## src/rtl/mc_sequencer.sv

```systemverilog
// Multicycle control sequencer for a single-memory MIPS datapath.
// Moore/Mealy mix: strobes decode from the current state, op/funct and the memory handshake.
module mc_sequencer #(
   parameter int MEM_TIMEOUT = 15
) (
   input  logic       clk,
   input  logic       rst,
   input  logic [5:0] op,
   input  logic [5:0] funct,
   input  logic       alu_zero,
   input  logic       mem_ready,
   output logic       ir_wen,
   output logic       pc_wen,
   output logic [1:0] pc_src,
   output logic       mem_ren,
   output logic       mem_wen,
   output logic       rf_wen,
   output logic       rf_dst,
   output logic       data_rf,
   output logic       alu_src,
   output logic [3:0] alu_ctl,
   output logic [2:0] state,
   output logic       instr_done,
   output logic       illegal,
   output logic       bus_err
);

   typedef enum logic [2:0] {
      S_BOOT   = 3'd0,
      S_FETCH  = 3'd1,
      S_DECODE = 3'd2,
      S_EXEC   = 3'd3,
      S_MEM    = 3'd4,
      S_WB     = 3'd5,
      S_HALT   = 3'd7
   } state_t;

   localparam logic [5:0] OP_R    = 6'b000000;
   localparam logic [5:0] OP_ADDI = 6'b001000;
   localparam logic [5:0] OP_LW   = 6'b100011;
   localparam logic [5:0] OP_SW   = 6'b101011;
   localparam logic [5:0] OP_BEQ  = 6'b000100;
   localparam logic [5:0] OP_BNE  = 6'b000101;
   localparam logic [5:0] OP_J    = 6'b000010;

   localparam logic [5:0] FN_ADD = 6'b100000;
   localparam logic [5:0] FN_SUB = 6'b100010;
   localparam logic [5:0] FN_AND = 6'b100100;
   localparam logic [5:0] FN_OR  = 6'b100101;
   localparam logic [5:0] FN_SLT = 6'b101010;

   localparam logic [3:0] ALU_AND = 4'b0000;
   localparam logic [3:0] ALU_OR  = 4'b0001;
   localparam logic [3:0] ALU_ADD = 4'b0010;
   localparam logic [3:0] ALU_SUB = 4'b0110;
   localparam logic [3:0] ALU_SLT = 4'b0111;

   localparam logic [7:0] WAIT_LAST = 8'(MEM_TIMEOUT - 1);

   state_t     state_reg, state_next;
   logic [7:0] wait_reg, wait_next;
   logic       bus_err_reg;
   logic       mem_phase;
   logic       timeout_hit;
   logic       legal;
   logic [3:0] alu_op;

   // Legality check covers both the opcode and, for R-type, the function field.
   always_comb begin
      legal = 1'b0;
      case (op)
         OP_R: begin
            case (funct)
               FN_ADD, FN_SUB, FN_AND, FN_OR, FN_SLT: legal = 1'b1;
               default:                               legal = 1'b0;
            endcase
         end
         OP_ADDI, OP_LW, OP_SW, OP_BEQ, OP_BNE, OP_J: legal = 1'b1;
         default: legal = 1'b0;
      endcase
   end

   always_comb begin
      alu_op = ALU_ADD;
      if (op == OP_R) begin
         case (funct)
            FN_SUB:  alu_op = ALU_SUB;
            FN_AND:  alu_op = ALU_AND;
            FN_OR:   alu_op = ALU_OR;
            FN_SLT:  alu_op = ALU_SLT;
            default: alu_op = ALU_ADD;
         endcase
      end else if (op == OP_BEQ || op == OP_BNE) begin
         alu_op = ALU_SUB;
      end
   end

   // A ready on the final allowed wait cycle still completes the access.
   assign mem_phase   = (state_reg == S_FETCH) || (state_reg == S_MEM);
   assign timeout_hit = mem_phase && !mem_ready && (wait_reg == WAIT_LAST);
   assign wait_next   = (mem_phase && !mem_ready) ? wait_reg + 8'd1 : 8'd0;

   always_ff @(posedge clk or posedge rst) begin
      if (rst) begin
         state_reg   <= S_BOOT;
         wait_reg    <= 8'd0;
         bus_err_reg <= 1'b0;
      end else begin
         state_reg <= state_next;
         wait_reg  <= wait_next;
         if (timeout_hit) begin
            bus_err_reg <= 1'b1;
         end
      end
   end

   always_comb begin
      state_next = state_reg;
      ir_wen     = 1'b0;
      pc_wen     = 1'b0;
      pc_src     = 2'b00;
      mem_ren    = 1'b0;
      mem_wen    = 1'b0;
      rf_wen     = 1'b0;
      rf_dst     = 1'b0;
      data_rf    = 1'b0;
      alu_src    = 1'b0;
      alu_ctl    = 4'b0000;
      instr_done = 1'b0;
      illegal    = 1'b0;
      // Strobes are forced low combinationally while rst is high so a write cannot straddle reset.
      if (!rst) begin
         case (state_reg)
            S_BOOT: state_next = S_FETCH;
            S_FETCH: begin
               mem_ren = 1'b1;
               if (mem_ready) begin
                  ir_wen     = 1'b1;
                  pc_wen     = 1'b1;
                  state_next = S_DECODE;
               end else if (timeout_hit) begin
                  state_next = S_HALT;
               end
            end
            S_DECODE: begin
               if (!legal) begin
                  illegal    = 1'b1;
                  state_next = S_FETCH;
               end else if (op == OP_J) begin
                  pc_wen     = 1'b1;
                  pc_src     = 2'b10;
                  instr_done = 1'b1;
                  state_next = S_FETCH;
               end else begin
                  state_next = S_EXEC;
               end
            end
            S_EXEC: begin
               alu_ctl = alu_op;
               case (op)
                  OP_R:    state_next = S_WB;
                  OP_ADDI: begin
                     alu_src    = 1'b1;
                     state_next = S_WB;
                  end
                  OP_LW, OP_SW: begin
                     alu_src    = 1'b1;
                     state_next = S_MEM;
                  end
                  OP_BEQ, OP_BNE: begin
                     pc_src     = 2'b01;
                     pc_wen     = (op == OP_BEQ) ? alu_zero : !alu_zero;
                     instr_done = 1'b1;
                     state_next = S_FETCH;
                  end
                  default: state_next = S_FETCH;
               endcase
            end
            S_MEM: begin
               alu_src = 1'b1;
               alu_ctl = ALU_ADD;
               if (op == OP_SW) begin
                  mem_wen = 1'b1;
               end else begin
                  mem_ren = 1'b1;
               end
               if (mem_ready) begin
                  if (op == OP_SW) begin
                     instr_done = 1'b1;
                     state_next = S_FETCH;
                  end else begin
                     state_next = S_WB;
                  end
               end else if (timeout_hit) begin
                  state_next = S_HALT;
               end
            end
            S_WB: begin
               rf_wen     = 1'b1;
               instr_done = 1'b1;
               alu_ctl    = alu_op;
               alu_src    = (op != OP_R);
               rf_dst     = (op == OP_R);
               data_rf    = (op == OP_LW);
               state_next = S_FETCH;
            end
            S_HALT:  state_next = S_HALT;
            default: state_next = S_BOOT;
         endcase
      end
   end

   assign state   = state_reg;
   assign bus_err = bus_err_reg;

endmodule

```

## config.mk

```make
export PLATFORM = sky130hd
export DESIGN_NAME = mc_sequencer
export DESIGN_NICKNAME = d
export VERILOG_FILES = /design/src/rtl/mc_sequencer.sv
export SDC_FILE = /design/constraint.sdc
export NUM_CORES = 1
export LEC_CHECK = 0
export BUFFER_PORTS_ARGS = -buffer_cell sky130_fd_sc_hd__buf_4
export CORE_MARGIN = 10
export CORE_UTILIZATION = 40
export CTS_CLUSTER_DIAMETER = 120
export CTS_CLUSTER_SIZE = 40
export DETAILED_ROUTE_END_ITERATION = 16
export PLACE_DENSITY_LB_ADDON = 0.1
export SYNTH_ARGS = -nofsm -noshare
export SYNTH_HDL_FRONTEND = slang
export SYNTH_SLANG_ARGS = --single-unit
```

## constraint.sdc

```tcl
create_clock -name clk -period 3.2 [get_ports clk]
set_input_delay 0.16 -clock clk [delete_from_list [all_inputs] [get_ports clk]]
set_output_delay 0.16 -clock clk [all_outputs]
set_load 0.01 [all_outputs]
```

; ---- After elaboration in Yosys (flattened, before gate mapping)
; Index checks and enable logic that the tools add are counted.
[totals]
ff_bits = 12
in_bits = 16
output_inout_bits = 20
elab_cells = 91
[op_classes]
add_sub_neg = 1
n_eq_ne = 18
muxes = 52
reduce_logical = 17
[op_table]
columns = operator, count
row1 = $eq 6x6->1 const B, 7
row2 = $mux 1, 29
row3 = $pmux 3 s6, 1
row4 = $mux 3, 5
row5 = $eq 6x3->1 const B, 2
row6 = $pmux 3 s4, 1
row7 = $mux 2, 5
row8 = $reduce_or 2->1, 5
row9 = $eq 3x3->1 const B, 3
row10 = $add 8x1->8 const B, 1
row11 = $eq 8x4->1 const B, 1
row12 = $mux 4, 2
row13 = $mux 8, 1
row14 = $pmux 4 s2, 1
row15 = $eq 3x2->1 const B, 2
row16 = $eq 6x2->1 const B, 1
row17 = $eq 6x4->1 const B, 1
row18 = $logic_not 6->1, 1
row19 = $pmux 1 s3, 2
row20 = $pmux 3 s2, 1
row21 = $reduce_bool 6->1, 1
row22 = $reduce_or 6->1, 1
row23 = $reduce_or 5->1, 1
row24 = $pmux 1 s2, 2
row25 = other kinds (8), 11

; ---- Depth between registers and ports, before layout
; Gate-level depths: netlist of the first run.
[depth]
word_depth = 7
ltp_mapped = 7
ltp_nobuf = 6

; ---- Least setup slack after synthesis of the first run
; Ideal clock, no wire load.
[synth_path]
path_type = reg-to-output
startpoint = register state_reg[2], in the netlist state[2]
endpoint = output port pc_wen
arrival_time_ps = 1647
required_time_ps = 3040
path_slack_ps = 1393
path_stages_with_launch = 6
path_buffers = 1
path_cell_list = dfrtp_1 clkbuf_1 inv_1 ha_1 or4b_1 a211oi_1
[synth_via]
elab_chain_cells = 3
elab_cells_between_ends = 5
classes_between = eq/ne (3) / mux (2)
[synth_lines]
columns = element, line
row1 = from (decl), 60  ; state_t state_reg, state_next;
row2 = from (signal assigned), 109  ; state_reg <= state_next;
row3 = $eq 3x2->1 / $eq 3x1->1 (equally long branches), 133  ; case (state_reg)
row4 = $pmux 1 s3 (*), 133
row5 = $mux 1 (*), 132  ; if (!rst) begin
row6 = to (decl), 13  ; output logic pc_wen,
; Every way passes the cells marked *; elsewhere a longest branch is shown, timed or not.

; ---- Final worst setup path of the first run
[layout_path]
startpoint = register state_reg[1], in the netlist state[1]
endpoint = output port pc_wen
; The elaborated chain is that of the path after synthesis.

==> impl_metrics.yaml, run 1 <==
pwr:
  power_density_nw_per_um2: 358
  total_power_mw: 0.502
  peakVddDrop_mv: 0.275
  p_leak_nw: 0.590
clocking:
  cts_setup_buffers: 0
  cts_tree: "built"
  cts_buffers: 3
  cts_root_buf: "clkbuf_4"
  clockBufferDepth: 2
  insertion_delay_ps: 280
  htree_levels: 1
  cts_hold_buf: 0
  cts.clk_slew.worst_paths_ps: 70
  clock-sinks: 12
  post_cts_resized: 0
hold_path:
  min_path_type: "in2async"
timing:
  setup_tns_ps: 0
  grt_setup_unrepaired: "no"
  hold_viol: 0
  skew_ps: 0.929
  fin_crit_ps: 2210
  fmax_mhz: 452
  setup_viol: 0
  slew_viol_final: 0
  slew_headroom_pct: 56.1
  timing.final.ws_setup_ps: 985
  finalCritPeriodShare_pct: 69.2
  worstMarginPinSlew_ps: 654
flow_run:
  maxCapViolCount: 0
global_routing:
  grt_pass1_wl_um: 5520
  antenna_found_initial: 0
  track_usage_pct: 12.4
  grt_pass1_vias: 1177
  grt_max_degree: 20
  grt_overflow_total: 0
synth:
  ys_warn_count: 0
  synthArstFlopShare_pct: 100
  synth_nets: 163
  syn-instance-count: 143
  ys.flop_type: "dfrtp_1"
  netlist-cell-type-count: 47
  seq_area_frac_synth_pct: 27.1
  ys_ff_latch: 12
  synth_area_per_cell_um2: 7.74
  synth_edf_count: 0
  synth_area_um2: 1110
floorplanning:
  core.rowCount: 19
  initial_core_util_pct: 40.9
  io_pins: 36
  fp.dieArea_um2: 5270
  die_y_um: 72.6
  die_x_um: 72.6
  core_area_um2: 2710
critical_path:
  arrival_ps: 2050
  cp_top_family: "flip-flops"
  crit_start: "state[1]$_DFFE_PP0N_"
  cp_max_fo: 15
  cp-end-kind: "output port"
  rr_startpoint: "state[0]$_DFFE_PP0N_"
  start_kind: "register"
  max_stage_delay_ps: 660
  cp.required_ps: 3040
  crit_chain: "ha_1 -> or4b_1 -> a211oi_1 -> buf_4"
  path_class: "reg2out"
  worst-path-buf-inv: 1
  slowest_stage: "dfrtp_1"
outcome:
  status: "finished, final reports clean"
layout:
  area_growth_pct: 26.7
  finalNetCount: 194
  final_cells: 204
  fillCellCount: 270
  final_core_util_pct: 51.8
  layout-drive-gt1-share_pct: 22.5
  largest_register_ffs: 8
  multi_input_area_um2: 746
  regArea_um2: 300
  diodes: 0
detailed_routing:
  via_per_inst: 5.74
  wl_per_cell_um: 16.2
  drt_pass1_iterations: 4
  drt_iter0_drc: 138
  dr_total_vias: 1171
  drc: 0
  ant_nets: 0
  wl_um: 3310
place:
  dp_hpwl_um: 2590
  post-place-ws_ps: 1250
  placed_cells: 200
  finalWeightedCongestion: 0.853
  port_buffers: 34
-- cell usage after synthesis, drive strengths merged (4+ instances only) --
master | n | area (µm²)
ha | 4 | 50.1
clkbuf | 5 | 18.8
and3 | 4 | 25.0
nand2b | 4 | 25.0
nor2 | 17 | 63.8
dfrtp | 12 | 300
nand2 | 6 | 22.5
nand3 | 4 | 20.0
inv | 7 | 26.3
o21ai | 9 | 45.0
nor2b | 6 | 37.5
nor3 | 7 | 35.0
a21oi | 5 | 25.0
xor2 | 5 | 43.8
nor4 | 6 | 37.5
-- worst register-to-register path: stages, from the launching register on --
cell and delay, ps:
dfrtp_1 580, nor2b_1 260, o21ai_1 550, o21ai_0 210
a32o_1 240
-- cells in the final DEF (no fill, tap or decap), drive strengths merged, types with 4 or more instances in the layout --
master / instances
o21ai: 9
nor4: 6
nor2: 17
and3: 4
clkbuf: 4
xor2: 5
nand2b: 4
nand3: 4
inv: 7
nor2b: 6
nand2: 6
dfrtp: 12
ha: 4
nor3: 7
buf: 34
a21oi: 5
-- logic make-up (layout without fill, tap and decap cells) --
family | after synthesis | count (layout) | share of synthesized area [%]
other | 1 | 1 | 0.339
buffers and inverters | 15 | 45 | 5.54
flip-flops | 12 | 12 | 27.1
XOR/XNOR | 8 | 8 | 6.33
adder cells (fa/ha/maj) | 4 | 4 | 4.52
AND/OR/NAND/NOR | 67 | 67 | 33.1
AO/OA/AOI/OAI | 36 | 36 | 23.1
-- power by group --
part	switching [mW]	total (mW)	internal (mW)
clock network	0.0531	0.122	0.0693
registers	0.0396	0.202	0.163
logic	0.0981	0.177	0.0793
-- layer usage --
layer	track usage (%)	vias to the layer above	share of wire [%]
met5	0	-	0
met4	5.49	0	1.9
met3	3.27	7	7.7
met2	19.5	33	47
met1	15.5	539	44
li1	-	592	-
-- path summary, 6_finish.rpt --
kind / end / slack (ps) / cells after the start
setup / recovery: pc_wen / 990 / 4
min in group clk: state[0]$_DFFE_PP0N_ / 220 / 2
hold reg to reg: bus_err$_DFFE_PP0P_ / 490 / 1
max in group asynchronous: wait_reg[5]$_DFF_PP0_ / 2840 / 2
setup reg to reg: state[1]$_DFFE_PP0N_ / 1250 / 4
hold / removal: wait_reg[7]$_DFF_PP0_ / 5 / 2
-- layout make-up --
class | instances | area share, %
clock buffer | 4 | 2.59
sequential | 12 | 21.4
inverter | 7 | 1.87
multi-input combinational | 116 | 53.2
tap | 31 | 2.77
timing repair buffer | 34 | 18.2
-- through the flow --
step | hold WS [ps] | instance area (µm²)
floorplan | 40.8 | 1110
finish | 5.42 | 1400
global route | 49.8 | 1400
CTS | 10.8 | 1400
detailed placement | 320 | 1370
global placement | 311 | 1370
No activity file was read; power rests on OpenSTA's default activity.
==> run 2: changes to the inputs <==
Clock period 3.2 ns to 2.31 ns, I/O delays scaled along.
==> run 2 against run 1 <==
Effect of this change: sequential share of layout area down 0.38 points; clock-buffer cell count unchanged; worst hold slack better by 220 ps; critical endpoint unchanged; largest cell class unchanged; largest power group unchanged; highest routed layer unchanged.
==> impl_metrics.yaml, run 2 (synthesis gave the netlist of run 1 again) <==
detailed_routing:
  drt_iter0_drc: 135
  ant_nets: 0
  drt_pass1_iterations: 4
  drc: 0
  wl_um: 3270
  wl_per_cell_um: 15.8
  via_per_inst: 5.86
  dr_total_vias: 1213
timing:
  hold_viol: 0
  slew_headroom_pct: 57.5
  slew_viol_final: 0
  setup_tns_ps: 0
  skew_ps: 2.26
  finalCritPeriodShare_pct: 94.6
  fmax_mhz: 458
  worstMarginPinSlew_ps: 633
  grt_setup_unrepaired: "no"
  fin_crit_ps: 2180
  setup_viol: 0
critical_path:
  reg2reg_depth: 4
  cp-end-kind: "output port"
  cp_max_fo: 15
  worst-path-buf-inv: 1
  max_stage_delay_ps: 650
  crit_chain: "ha_1 -> or4b_1 -> a211oi_1 -> buf_4"
  arrival_ps: 2070
  r2r_slack_ps: 430
  path_class: "reg2out"
  cp.required_ps: 2190
  cp_top_family: "flip-flops"
  rr_startpoint: "state[2]$_DFFE_PP0N_"
  r2r_end: "state[1]$_DFFE_PP0N_"
  start_kind: "register"
  slowest_stage: "dfrtp_1"
global_routing:
  grt_pass1_vias: 1220
  grt_max_degree: 18
  track_usage_pct: 12.5
  grt_pass1_wl_um: 5630
  antenna_found_initial: 0
  grt_overflow_total: 0
floorplanning:
  core.rowCount: 19
  core_area_um2: 2710
  die_x_um: 72.6
  die_y_um: 72.6
  fp.dieArea_um2: 5270
  io_pins: 36
  initial_core_util_pct: 40.9
clocking:
  cts_root_buf: "clkbuf_4"
  cts_buffers: 3
  post_cts_resized: 0
  clockBufferDepth: 2
  cts.clk_slew.worst_paths_ps: 70
  cts_tree: "built"
  clock-sinks: 12
  htree_levels: 1
  insertion_delay_ps: 280
pwr:
  peakVddDrop_mv: 0.396
  p_leak_nw: 0.604
  power_density_nw_per_um2: 496
layout:
  final_common_cell: "buf_4"
  area_growth_pct: 28.9
  layout-drive-gt1-share_pct: 23.3
  finalNetCount: 197
  fillCellCount: 272
  fin_area_um2: 1430
  diodes: 0
  largest_register_ffs: 8
  regArea_um2: 300
  final_cell_mix: "buf_4 (36), nor2_1 (17), dfrtp_1 (12)"
  multi_input_area_um2: 746
hold_path:
  hp-start: "op[5]"
  min_to: "state[2]$_DFFE_PP0N_"
  min_path_type: "in2reg"
  min_path_cells: 4
flow_run:
  maxCapViolCount: 0
place:
  dp_hpwl_um: 2570
  placedInstanceArea_um2: 1380
  finalWeightedCongestion: 0.878
  port_buffers: 34
outcome:
  status: "finished, final reports clean"
==> run 2: cell count changes in the layout (fill, tap and decap cells not counted) <==
cell	previous run	this run
buf_4	34	36
dlygate4sd3_1	0	1
==> run 2: metrics by stage <==
stage / power, mW / util (%) / cells / hold WS, ps / setup WS [ps]
after global routing: 0.763 / 52.7 / 207 / 260 / 8.09
after floorplan: 0.427 / - / 143 / -3.70 / 548
after detailed placement: 0.546 / 51.0 / 202 / 266 / 436
final: 0.708 / 52.7 / 207 / 227 / 126
after CTS: 0.718 / 52.7 / 207 / 218 / 118
after global placement: 0.542 / 51.0 / 202 / 258 / 471
==> run 2: worst max-delay path by stage <==
stage                         start     end  slack [ps]  cells past startpoint
4_1_cts        state[1]$_DFFE_PP0N_  pc_wen         120                      4
2_1_floorplan  state[2]$_DFFE_PP0N_  pc_wen         550                      5
3_3_place_gp   state[1]$_DFFE_PP0N_  pc_wen         470                      4
6_report       state[1]$_DFFE_PP0N_  pc_wen         130                      4
3_5_place_dp   state[1]$_DFFE_PP0N_  pc_wen         440                      4
5_1_grt        state[1]$_DFFE_PP0N_  pc_wen           8                      4
==> run 2: what timing repair did <==
| item | 4_1_cts | 5_1_grt |
|---|---|---|
| buffers inserted | 0 | 0 |
| hold endpoints to repair | 12 | 0 |
| hold buffers | 1 | 0 |
==> run 2: layout make-up <==
cell class                 count  share of cell area, %
clock buffer                   4                   2.54
sequential                    12                   21.0
inverter                       7                   1.84
tap                           31                   2.72
multi-input combinational    116                   52.2
timing repair buffer          37                   19.6
==> run 2: report_power, final <==
group	switching (mW)	internal, mW	total, mW
clock	0.0703	0.0959	0.166
sequential	0.0457	0.225	0.271
combinational	0.147	0.124	0.271
total	0.263	0.445	0.708
==> run 2: metal layers <==
layer / GRT usage [%] / up-vias / part of all wire, %
met2: 20.4 / 38 / 47
met4: 5.49 / 0 / 2.1
met1: 15.0 / 569 / 43
li1: - / 599 / -
met3: 3.27 / 7 / 8.4
met5: 0 / - / 0
==> run 2: worst reg2reg max path: cells and delay by family (launching register included) <==
family          cells  cell delay, ps
compound gates      3            1000
simple gates        1             230
flops               1             550
